`src/rtl/sdp_ram_stream_reader_if.sv`:
```
// Bundles the burst command, the RAM read port and the output stream of the
// BRAM stream reader. The master side is the reader itself; the slave side is
// the surrounding system (command source, RAM, downstream consumer).
interface sdp_ram_stream_reader_if #(
   parameter int MEM_ADDR_WIDTH = 9,
   parameter int MEM_WORD_WIDTH = 64,
   parameter int LEN_WIDTH      = MEM_ADDR_WIDTH + 1
);
   logic                      cmd_valid;
   logic                      cmd_ready;
   logic [MEM_ADDR_WIDTH-1:0] cmd_base_addr;
   logic [LEN_WIDTH-1:0]      cmd_len;
   logic [MEM_ADDR_WIDTH-1:0] rd_addr;
   logic [MEM_WORD_WIDTH-1:0] rd_data_in;
   logic [MEM_WORD_WIDTH-1:0] m_data;
   logic                      m_valid;
   logic                      m_ready;
   logic                      m_last;
   logic                      busy;
   logic                      done;

   modport master (
      input  cmd_valid, cmd_base_addr, cmd_len, rd_data_in, m_ready,
      output cmd_ready, rd_addr, m_data, m_valid, m_last, busy, done
   );

   modport slave (
      output cmd_valid, cmd_base_addr, cmd_len, rd_data_in, m_ready,
      input  cmd_ready, rd_addr, m_data, m_valid, m_last, busy, done
   );
endinterface

```
`src/rtl/sdp_ram_stream_reader.sv`:
```
// Read-side client for the 64x512 simple dual-port BRAM. Takes a burst
// command, walks the RAM read address, absorbs the one-cycle read latency and
// presents the words as a valid/ready stream through a 2-entry FIFO.
//
//   state | meaning
//   ------+---------------------------------------------------------------
//   IDLE  | cmd_ready high; waits for a command (len=0 completes in place)
//   RUN   | issuing reads and draining beats until the m_last beat pops
module sdp_ram_stream_reader #(
   parameter int MEM_ADDR_WIDTH = 9,
   parameter int MEM_WORD_WIDTH = 64,
   parameter int LEN_WIDTH      = MEM_ADDR_WIDTH + 1
) (
   input  logic                    clk,
   input  logic                    rst,
   sdp_ram_stream_reader_if.master rdr
);

   typedef enum logic {
      ST_IDLE = 1'b0,
      ST_RUN  = 1'b1
   } state_t;

   state_t                    state_q, state_d;
   logic [MEM_ADDR_WIDTH-1:0] rd_addr_q;
   logic [LEN_WIDTH-1:0]      len_q;
   logic [LEN_WIDTH-1:0]      issued_q;
   logic [LEN_WIDTH-1:0]      beats_left_q;
   logic                      inflight_q;
   logic                      done_q;
   logic [MEM_WORD_WIDTH-1:0] fifo_q [2];
   logic                      wr_ptr_q;
   logic                      rd_ptr_q;
   logic [1:0]                occ_q;

   logic       cmd_ready_w;
   logic       busy_w;
   logic       cmd_fire;
   logic       len_zero;
   logic       pop;
   logic       push;
   logic       rd_fire;
   logic       last_w;
   logic [2:0] slots_used;
   logic [2:0] slots_avail;

   assign cmd_fire    = rdr.cmd_valid & cmd_ready_w;
   assign len_zero    = (rdr.cmd_len == '0);
   assign pop         = (occ_q != 2'd0) & rdr.m_ready;
   assign push        = inflight_q;
   assign last_w      = (occ_q != 2'd0) & (beats_left_q == LEN_WIDTH'(1));

   // A read may issue only if the word it returns is guaranteed a FIFO slot,
   // counting the word already in flight and the pop happening this edge.
   assign slots_used  = {1'b0, occ_q} + {2'b00, inflight_q};
   assign slots_avail = 3'd2 + {2'b00, pop};
   assign rd_fire     = (state_q == ST_RUN) & (issued_q < len_q) &
                        (slots_used < slots_avail);

   // State register.
   always_ff @(posedge clk) begin
      if (rst) begin
         state_q <= ST_IDLE;
      end else begin
         state_q <= state_d;
      end
   end

   // Next-state: a zero-length command completes without leaving IDLE.
   always_comb begin
      state_d = state_q;
      case (state_q)
         ST_IDLE: if (cmd_fire && !len_zero) state_d = ST_RUN;
         ST_RUN:  if (pop && last_w)         state_d = ST_IDLE;
         default: state_d = ST_IDLE;
      endcase
   end

   // State-decoded outputs.
   always_comb begin
      cmd_ready_w = 1'b0;
      busy_w      = 1'b0;
      case (state_q)
         ST_IDLE: cmd_ready_w = 1'b1;
         ST_RUN:  busy_w      = 1'b1;
         default: cmd_ready_w = 1'b0;
      endcase
   end

   // Burst counters, read address walk and completion pulse.
   always_ff @(posedge clk) begin
      if (rst) begin
         rd_addr_q    <= '0;
         len_q        <= '0;
         issued_q     <= '0;
         beats_left_q <= '0;
         inflight_q   <= 1'b0;
         done_q       <= 1'b0;
      end else begin
         if (cmd_fire && !len_zero) begin
            rd_addr_q    <= rdr.cmd_base_addr;
            len_q        <= rdr.cmd_len;
            issued_q     <= '0;
            beats_left_q <= rdr.cmd_len;
         end else begin
            if (rd_fire) begin
               rd_addr_q <= rd_addr_q + MEM_ADDR_WIDTH'(1);
               issued_q  <= issued_q + LEN_WIDTH'(1);
            end
            if (pop) begin
               beats_left_q <= beats_left_q - LEN_WIDTH'(1);
            end
         end
         inflight_q <= rd_fire;
         done_q     <= (cmd_fire & len_zero) | (pop & last_w);
      end
   end

   // Two-entry output FIFO; words land here one cycle after their read issues.
   always_ff @(posedge clk) begin
      if (rst) begin
         for (int i = 0; i < 2; i++) fifo_q[i] <= '0;
         wr_ptr_q <= 1'b0;
         rd_ptr_q <= 1'b0;
         occ_q    <= 2'd0;
      end else begin
         if (push) begin
            fifo_q[wr_ptr_q] <= rdr.rd_data_in;
            wr_ptr_q         <= ~wr_ptr_q;
         end
         if (pop) begin
            rd_ptr_q <= ~rd_ptr_q;
         end
         case ({push, pop})
            2'b10:   occ_q <= occ_q + 2'd1;
            2'b01:   occ_q <= occ_q - 2'd1;
            default: occ_q <= occ_q;
         endcase
      end
   end

   assign rdr.cmd_ready = cmd_ready_w;
   assign rdr.busy      = busy_w;
   assign rdr.rd_addr   = rd_addr_q;
   assign rdr.m_data    = fifo_q[rd_ptr_q];
   assign rdr.m_valid   = (occ_q != 2'd0);
   assign rdr.m_last    = last_w;
   assign rdr.done      = done_q;

endmodule

```
`src/flat_wrapper.sv`:
```
// flat-port wrapper written by rule: the top's interface ports become plain ports
module sdp_ram_stream_reader_flat 
#(
   parameter int MEM_ADDR_WIDTH = 9,
   parameter int MEM_WORD_WIDTH = 64,
   parameter int LEN_WIDTH      = MEM_ADDR_WIDTH + 1
)
  (clk, rst, rdr_cmd_valid, rdr_cmd_base_addr, rdr_cmd_len, rdr_rd_data_in, rdr_m_ready, rdr_cmd_ready, rdr_rd_addr, rdr_m_data, rdr_m_valid, rdr_m_last, rdr_busy, rdr_done);
  sdp_ram_stream_reader_if #(.MEM_ADDR_WIDTH(MEM_ADDR_WIDTH), .MEM_WORD_WIDTH(MEM_WORD_WIDTH), .LEN_WIDTH(LEN_WIDTH)) rdr_i ();
  input  logic clk;
  input  logic rst;
  input wire logic [$bits(rdr_i.cmd_valid)-1:0] rdr_cmd_valid;
  input wire logic [$bits(rdr_i.cmd_base_addr)-1:0] rdr_cmd_base_addr;
  input wire logic [$bits(rdr_i.cmd_len)-1:0] rdr_cmd_len;
  input wire logic [$bits(rdr_i.rd_data_in)-1:0] rdr_rd_data_in;
  input wire logic [$bits(rdr_i.m_ready)-1:0] rdr_m_ready;
  output wire logic [$bits(rdr_i.cmd_ready)-1:0] rdr_cmd_ready;
  output wire logic [$bits(rdr_i.rd_addr)-1:0] rdr_rd_addr;
  output wire logic [$bits(rdr_i.m_data)-1:0] rdr_m_data;
  output wire logic [$bits(rdr_i.m_valid)-1:0] rdr_m_valid;
  output wire logic [$bits(rdr_i.m_last)-1:0] rdr_m_last;
  output wire logic [$bits(rdr_i.busy)-1:0] rdr_busy;
  output wire logic [$bits(rdr_i.done)-1:0] rdr_done;
  assign rdr_i.cmd_valid = rdr_cmd_valid;
  assign rdr_i.cmd_base_addr = rdr_cmd_base_addr;
  assign rdr_i.cmd_len = rdr_cmd_len;
  assign rdr_i.rd_data_in = rdr_rd_data_in;
  assign rdr_i.m_ready = rdr_m_ready;
  assign rdr_cmd_ready = rdr_i.cmd_ready;
  assign rdr_rd_addr = rdr_i.rd_addr;
  assign rdr_m_data = rdr_i.m_data;
  assign rdr_m_valid = rdr_i.m_valid;
  assign rdr_m_last = rdr_i.m_last;
  assign rdr_busy = rdr_i.busy;
  assign rdr_done = rdr_i.done;
  sdp_ram_stream_reader #(.MEM_ADDR_WIDTH(MEM_ADDR_WIDTH), .MEM_WORD_WIDTH(MEM_WORD_WIDTH), .LEN_WIDTH(LEN_WIDTH)) u_core (.clk(clk), .rst(rst), .rdr(rdr_i));
endmodule
```
`config.mk`:
```
export PLATFORM = sky130hd
export DESIGN_NAME = sdp_ram_stream_reader_flat
export DESIGN_NICKNAME = d
export VERILOG_FILES = /design/src/rtl/sdp_ram_stream_reader_if.sv /design/src/rtl/sdp_ram_stream_reader.sv /design/src/flat_wrapper.sv
export SDC_FILE = /design/constraint.sdc
export NUM_CORES = 1
export LEC_CHECK = 0
export CORE_UTILIZATION = 55
export CTS_CLUSTER_SIZE = 8
export DETAILED_ROUTE_END_ITERATION = 16
export GPL_ROUTABILITY_DRIVEN = 0
export PLACE_DENSITY = 0.85
export SYNTH_ARGS = -nofsm -noshare
export SYNTH_HDL_FRONTEND = slang
export SYNTH_SLANG_ARGS = --single-unit
```
`constraint.sdc`:
```
create_clock -name clk -period 6.1 [get_ports clk]
set_clock_uncertainty 0.2 [all_clocks]
set_input_delay 0.915 -clock clk [delete_from_list [all_inputs] [get_ports clk]]
set_output_delay 0.915 -clock clk [all_outputs]
set_load 0.02 [all_outputs]
```
-- Word level (Yosys, flattened, before mapping)
Memory sizes are Yosys's and may differ from the RTL's. A register that Yosys moved wholly into a read port is not among the register bits.
Index checks and enable logic that the tools add are counted.
- reductions and logical operators: 10
- mux-type cells: 20
- magnitude comparators: 2
- add/subtract/negate cells: 7
- bitwise operators: 11
- equal/unequal tests: 3
- operator list (operator ; count):
    2-to-1 mux 64 bit ; 1
    OR reduction 64 bit ; 1
    2-to-1 mux 10 bit ; 2
    2-to-1 mux 9 bit ; 2
    2-to-1 mux 1 bit ; 13
    adder 10 x 1 -> 10 bit, second input constant ; 1
    == test 10 x 1 -> 1 bit, second input constant ; 1
    zero test 10 bit ; 1
    < comparator 10 bit ; 1
    subtractor 10 x 1 -> 10 bit, second input constant ; 1
    adder 9 x 1 -> 9 bit, second input constant ; 1
    nonzero test 2 bit ; 4
    AND 1 bit ; 7
    one-hot mux 2 bit (2 select lines) ; 1
    adder 2 x 1 -> 3 bit ; 1
    adder 2 x 1 -> 3 bit, first input constant ; 1
    < comparator 3 bit ; 1
    NOT 1 bit ; 3
    adder 2 x 1 -> 2 bit, second input constant ; 1
    == test 2 x 1 -> 1 bit, second input constant ; 1
    == test 2 bit, second input constant ; 1
    logical AND 1 bit ; 2
    one-hot mux 1 bit (2 select lines) ; 1
    OR reduction 2 bit ; 1
    3 further kinds ; 3
- memories: 1
- input port bits: 87
- register bits: 46
- output and inout bits: 78
- logic and storage cells: 64
- memory bits (writable): 128
- memory list (name ; words ; bits a word ; rd ports ; clocked after memory_dff ; write ports ; line ; RTL):
    u_core.fifo_q ; 2 ; 64 ; 1 ; 1 ; 2 ; sdp_ram_stream_reader.sv:31 ; logic [MEM_WORD_WIDTH-1:0] fifo_q [2];

-- Longest topological paths before layout
Gate-level depths: netlist of the first run.
- depth after elaboration: 7
- depth in mapped cells: 9
- depth with buffers taken out: 8

-- Worst setup path before layout of the first run
OpenSTA, ideal clock, no wires.
- path type: register to register
- start: register u_core.inflight_q
- end: memory u_core.fifo_q[0][0] (enable)
- data arrival time: 3413 ps
- setup slack: 1988 ps
- required time: 5401 ps
- period minus slack after synthesis: 4112 ps
- library setup time: 499 ps
- path buffers: 0
- cell stages (with the launch flop): 3
- cells stage by stage: dfxtp_1 -> inv_1 -> o21bai_1
- RTL lines (item ; line ; RTL):
    start, declared ; sdp_ram_stream_reader.sv:29 ; logic inflight_q;
    start signal, assigned ; sdp_ram_stream_reader.sv:114 ; inflight_q <= rd_fire;
    end, declared ; sdp_ram_stream_reader.sv:31 ;

==> impl_metrics.yaml, run 1 <==
timing:
  setup_viol: 0
  fmax_mhz: 252.7
  tightestPinTransition_ps: 1210
  finalHoldViolCount: 0
  rsz0062_at_grt: "false"
  final-max-slew-violation-count: 0
  finalSetupTns_ps: 0
  period_share_pct: 64.89
  post-route-min-period_ps: 3958
  slew_headroom_pct: 19.18
  worst_slack_ps: 2142
yosys:
  syn_inst: 632
  yosysWarnings: 0
  synth-main-ff-cell: "edfxtp_1"
  syn_nets: 735
  synth_area_leaders: "edfxtp_1 49%, dfxtp_1 12%, and2_1 10%, mux2_2 9.1%, ha_1 2.5%"
  ys_seq_elements: 175
  synthesis.area_um2: 7879
  synth.distinct_cells: 45
  synth_top_area_share_pct: 48.79
  synth_edf_count: 128
  async_reset_ff_share_pct: 0
  yosysTopAreaCell: "edfxtp_1"
  synth.avg_cell_area_um2: 12.47
  yosysSeqAreaShare_pct: 60.73
clock_network:
  ctsLongestPathBuffers: 2
  path_clk_slew_ps: 60
  cts_root_buf: "clkbuf_16"
  numCtsBuffers: 17
  cts.repair.resized: 0
  postCtsSetupBuffers: 0
  cts_tree: "done"
  clock_latency_ps: 430
  holdBufCountCts: 0
  htree_levels: 4
  clock_sinks: 175
floorplan:
  die-height_um: 121.7
  die_area_um2: 14810
  die_w_um: 121.7
  rows: 43
  num_io_pins: 165
  core_area_um2: 13930
  start_util_pct: 56.54
critical_path:
  worstReg2RegEnd: "u_core.rdr.rd_addr[5]"
  critPathLaunchType: "flip-flop"
  arrival_ps: 2840
  r2r_start: "u_core.occ_q[0]"
  crit_path_end_kind: "output port"
  worstPathMaxFanout: 41
  crit_required_ps: 4980
  path_class: "reg2out"
  ff2ff_path_depth: 8
  r2r_setup_slack_ps: 3230
hold_path:
  hold_class: "reg2reg"
  holdCritStartpoint: "u_core.len_q[8]"
  holdPathStages: 2
  whs_endpoint: "u_core.len_q[8]"
layout:
  layout-drive-gt1-share_pct: 13.72
  n_antenna_cell: 0
  n_fill_cell: 901
  design_area_um2: 10270
  area_growth_pct: 30.35
  fin_util_pct: 73.70
  finalNetCount: 892
run_status:
  status: "complete, no violations"
power:
  p_per_area_nw_per_um2: 299.7
  power.leakage_nw: 3.832
  ir_drop_uv: 163.7
global_route:
  grt_usage_pct: 23.50
  grt_pass1_vias: 5168
  grt_pass1_wl_mm: 25.88
  grt_max_degree: 65
  antenna_found_initial: 0
  overflow: 0
routing:
  drt_iter0_drc: 478
  dr.pass1.iters: 6
  routed_wl_mm: 16.86
  avgViaCountPerCell: 5.457
  vias: 5359
  drc: 0
  ant_nets: 0
  wl_per_cell_um: 17.17
place:
  pre_cts_ws_ps: 2508
  placed_area_um2: 9689
  dp_hpwl_mm: 11.33
  port_buffers: 164
run:
  maxCapViolations: 0
## stage by stage
step                instances  hold slack, ps  power (mW)
CTS                       982           261.7       3.090
finish                    982           258.0       3.078
detailed placement        950           253.7       2.031
floorplan                 632           236.3       1.762
global placement          950           246.5       2.013
global route              982           286.5       3.182
## critical path, cell delays in order, from the launching register on
cell and delay, ps:
dfxtp_2 1010, buf_4 450, mux2_2 390, clkdlybuf4s50_1 540
## layout make-up
cell class,instances,area [um2],area share [%]
clock buffers,20,436.7,4.252
clock inverters,12,143.9,1.401
inverters,16,60.06,0.5848
multi-input cells,408,2924,28.47
flip-flops and latches,175,4786,46.60
well taps,180,225.2,2.193
repair buffers,171,1694,16.50
## where the power goes
group          internal, mW  switching, mW
clock network         0.639          0.432
logic                 0.309          0.288
registers              1.35         0.0578
total                  2.30          0.779
## kinds of logic (layout without fill, tap and decap cells)
group / count (synthesis) / count (layout) / synth area share [%]
flip-flops: 175 / 175 / 60.73
XOR/XNOR: 22 / 22 / 2.446
AO/OA/AOI/OAI: 71 / 71 / 5.812
multiplexers: 64 / 64 / 9.147
adder cells (fa/ha/maj): 16 / 16 / 2.541
AND/OR/NAND/NOR: 235 / 235 / 16.90
buffers and inverters: 49 / 219 / 2.430
## per-layer routing
metal	GRT usage, %	vias to the layer above	share of wire (%)
met5	0	-	0
met4	9.182	0	2.4
met3	6.273	29	7.3
met2	39.42	222	50
met1	28.94	2554	40
li1	-	2554	-
## synthesized netlist by cell type, drive strengths merged (11+ instances only)
library cell and count:
a211oi 11, nand3 12, ha 16, dfxtp 47, edfxtp 128, and2 128, xnor2 14, inv 15
nor2 23, a21oi 38, clkbuf 28, mux2 64, nand2 39
## placed cells by master (no fill, tap or decap), drive strengths merged, types with 12 or more instances in the layout
cell type	synthesis	final
dfxtp	47	47
xnor2	14	14
clkdlybuf4s50	0	164
clkbuf	28	20
ha	16	16
mux2	64	64
edfxtp	128	128
and2	128	128
nor2	23	23
nand3	12	12
inv	15	15
a21oi	38	38
nand2	39	39
## worst max path at each step
stage	startpoint	slack, ps	to	cells after the start
after floorplan	u_core.inflight_q	1990	u_core.fifo_q[0][0]	2
after global placement	rst	2550	u_core.fifo_q[1][47]	5
after detailed placement	rst	2510	u_core.fifo_q[1][47]	4
after CTS	flip-flop	2120	rdr_m_data[29]	3
after global routing	flip-flop	2000	rdr_m_data[42]	3
final	flip-flop	2140	rdr_m_data[61]	3
## registers in the layout (all words and copies together) (netlist names), named ones only
signal	flops
u_core.beats_left_q	10
u_core.fifo_q	128
u_core.inflight_q	1
u_core.issued_q	10
u_core.len_q	10
u_core.occ_q	2
u_core.rd_ptr_q	1
u_core.rdr.done	1
u_core.rdr.rd_addr	9
u_core.state_q	1
u_core.wr_ptr_q	1
No activity file was read; power rests on OpenSTA's default activity.
==> run 2, diff against run 1 <==
Settings changed: CORE_UTILIZATION 55 to 51, PLACE_DENSITY 0.85 to 0.8.
Clock period 6.1 ns to 4.02 ns, I/O delays scaled along.
==> impl_metrics.yaml, run 2 (synthesis gave the netlist of run 1 again) <==
critical_path:
  crit_path_end_kind: "output port"
  worstReg2RegEnd: "u_core.issued_q[5]"
  worstPathMaxFanout: 5
  path_class: "reg2out"
  cpPeakStageDelay_ps: 670
  crit_required_ps: 3220
  critPathLaunchType: "flip-flop"
  crit_chain: "or4_4 > or4_1 > nor4b_2 > clkdlybuf4s50_1"
  arrival_ps: 2840
  ff2ff_path_depth: 8
  r2r_start: "u_core.occ_q[0]"
  r2r_setup_slack_ps: 1160
  cpMaxStageDelayCell: "clkdlybuf4s50_1"
routing:
  drc: 0
  wl_per_cell_um: 16.96
  drt_iter0_drc: 392
  ant_nets: 0
  vias: 5307
  dr.pass1.iters: 4
  routed_wl_mm: 16.81
  avgViaCountPerCell: 5.355
power:
  p_per_area_nw_per_um2: 446.0
  p_clk_share_pct: 33.4
  power_frac_seq_pct: 45.8
  ir_drop_uv: 309.0
  p_comb_share_pct: 20.8
  net-switching-power_mw: 1.214
  swShare_pct: 26.44
  p_int_mw: 3.378
  power.leakage_nw: 3.845
clock_network:
  clock_latency_ps: 430
  numCtsBuffers: 17
  cts_root_buf: "clkbuf_16"
  holdBufCountCts: 0
  cts.repair.resized: 0
  path_clk_slew_ps: 70
  postCtsSetupBuffers: 0
  htree_levels: 4
  cts_tree: "done"
  clock_sinks: 175
  ctsLongestPathBuffers: 2
floorplan:
  die_w_um: 126.3
  core_area_um2: 15150
  die_area_um2: 15950
  num_io_pins: 165
  start_util_pct: 52.02
  rows: 45
  die-height_um: 126.3
layout:
  multiInputGateArea_um2: 2924
  finalNetCount: 893
  seqCellArea_um2: 4786
  n_antenna_cell: 0
  area_growth_pct: 30.70
  largest_register_ffs: 128
  largest-register: "u_core.fifo_q"
  mostFrequentLayoutCell: "clkdlybuf4s50_1"
  layout-drive-gt1-share_pct: 14.57
  n_fill_cell: 1068
  final_cells: 991
  mostFrequentLayoutCells: "164 x clkdlybuf4s50_1, 128 x and2_1, 128 x edfxtp_1"
global_route:
  antenna_found_initial: 0
  busiest_layer: "met2"
  grt_use_met2_pct: 39.58
  overflow: 0
  gr-usage-met3_pct: 4.682
  met1_usage_pct: 24.50
  grt_pass1_wl_mm: 26.48
  grt_usage_pct: 21.68
  grt_max_degree: 65
  grt_pass1_vias: 5486
hold_path:
  holdPathStages: 2
  whs_endpoint: "u_core.len_q[0]"
  hold_class: "reg2reg"
  holdCritStartpoint: "u_core.len_q[0]"
timing:
  period_share_pct: 90.62
  whs_ps: 255.7
  slew_headroom_pct: 49.25
  tightestPinTransition_ps: 756.2
  finalHoldViolCount: 0
  final-max-slew-violation-count: 0
  post-route-min-period_ps: 3643
  fmax_mhz: 274.5
  setup_viol: 0
  finalSetupTns_ps: 0
  rsz0062_at_grt: "false"
run_status:
  status: "complete, no violations"
run:
  maxCapViolations: 0
place:
  dp_hpwl_mm: 11.04
  port_buffers: 164
  dp.cells: 959
==> run 2: layer usage <==
layer / part of all wire [%] / vias to the layer above
met5: 0 / -
met1: 41 / 2574
met3: 5.2 / 30
met4: 2.5 / 0
met2: 51 / 141
li1: - / 2562
==> run 2: power by group through the flow <==
stage	Sequential, mW	Combinational (mW)	Clock (mW)
3_5_place_dp	2.14	0.957	0
2_1_floorplan	2.14	0.533	0
5_1_grt	2.11	1.02	1.63
6_report	2.10	0.957	1.53
3_3_place_gp	2.13	0.940	0
4_1_cts	2.10	0.964	1.56
==> run 2: cell type report <==
class / count / area share, %
clock inverters: 12 / 0.7898
well taps: 188 / 2.284
clock buffers: 20 / 4.581
multi-input cells: 408 / 28.40
flip-flops and latches: 175 / 46.48
repair buffers: 172 / 16.89
inverters: 16 / 0.5832
==> run 2: worst max-delay path by stage <==
stage,start,end,slack [ps],cells past startpoint
after floorplan,u_core.inflight_q,u_core.fifo_q[0][0],1270,2
after global placement,rdr_cmd_len[4],u_core.issued_q[9],800,6
after detailed placement,rdr_cmd_len[4],u_core.issued_q[8],630,6
after CTS,u_core.beats_left_q[2],rdr_m_last,360,4
after global routing,u_core.beats_left_q[2],rdr_m_last,300,4
final,u_core.beats_left_q[2],rdr_m_last,380,4
==> run 2: worst max-delay path, delay by kind of cell (launching register included) <==
kind	cells	cell delay, ps
buffers and inverters	1	670
AND/OR/NAND/NOR	3	1380
flip-flops	1	360
==> run 2: stage by stage <==
stage | worst slack (ps) | total power [mW] | util [%] | cell area (um2)
CTS | 357.0 | 4.627 | 67.99 | 10300
global route | 299.6 | 4.757 | 67.99 | 10300
detailed placement | 629.0 | 3.098 | 64.34 | 9744
global placement | 799.5 | 3.073 | 64.34 | 9744
finish | 377.1 | 4.593 | 67.99 | 10300
floorplan | 1272 | 2.672 | - | 7883
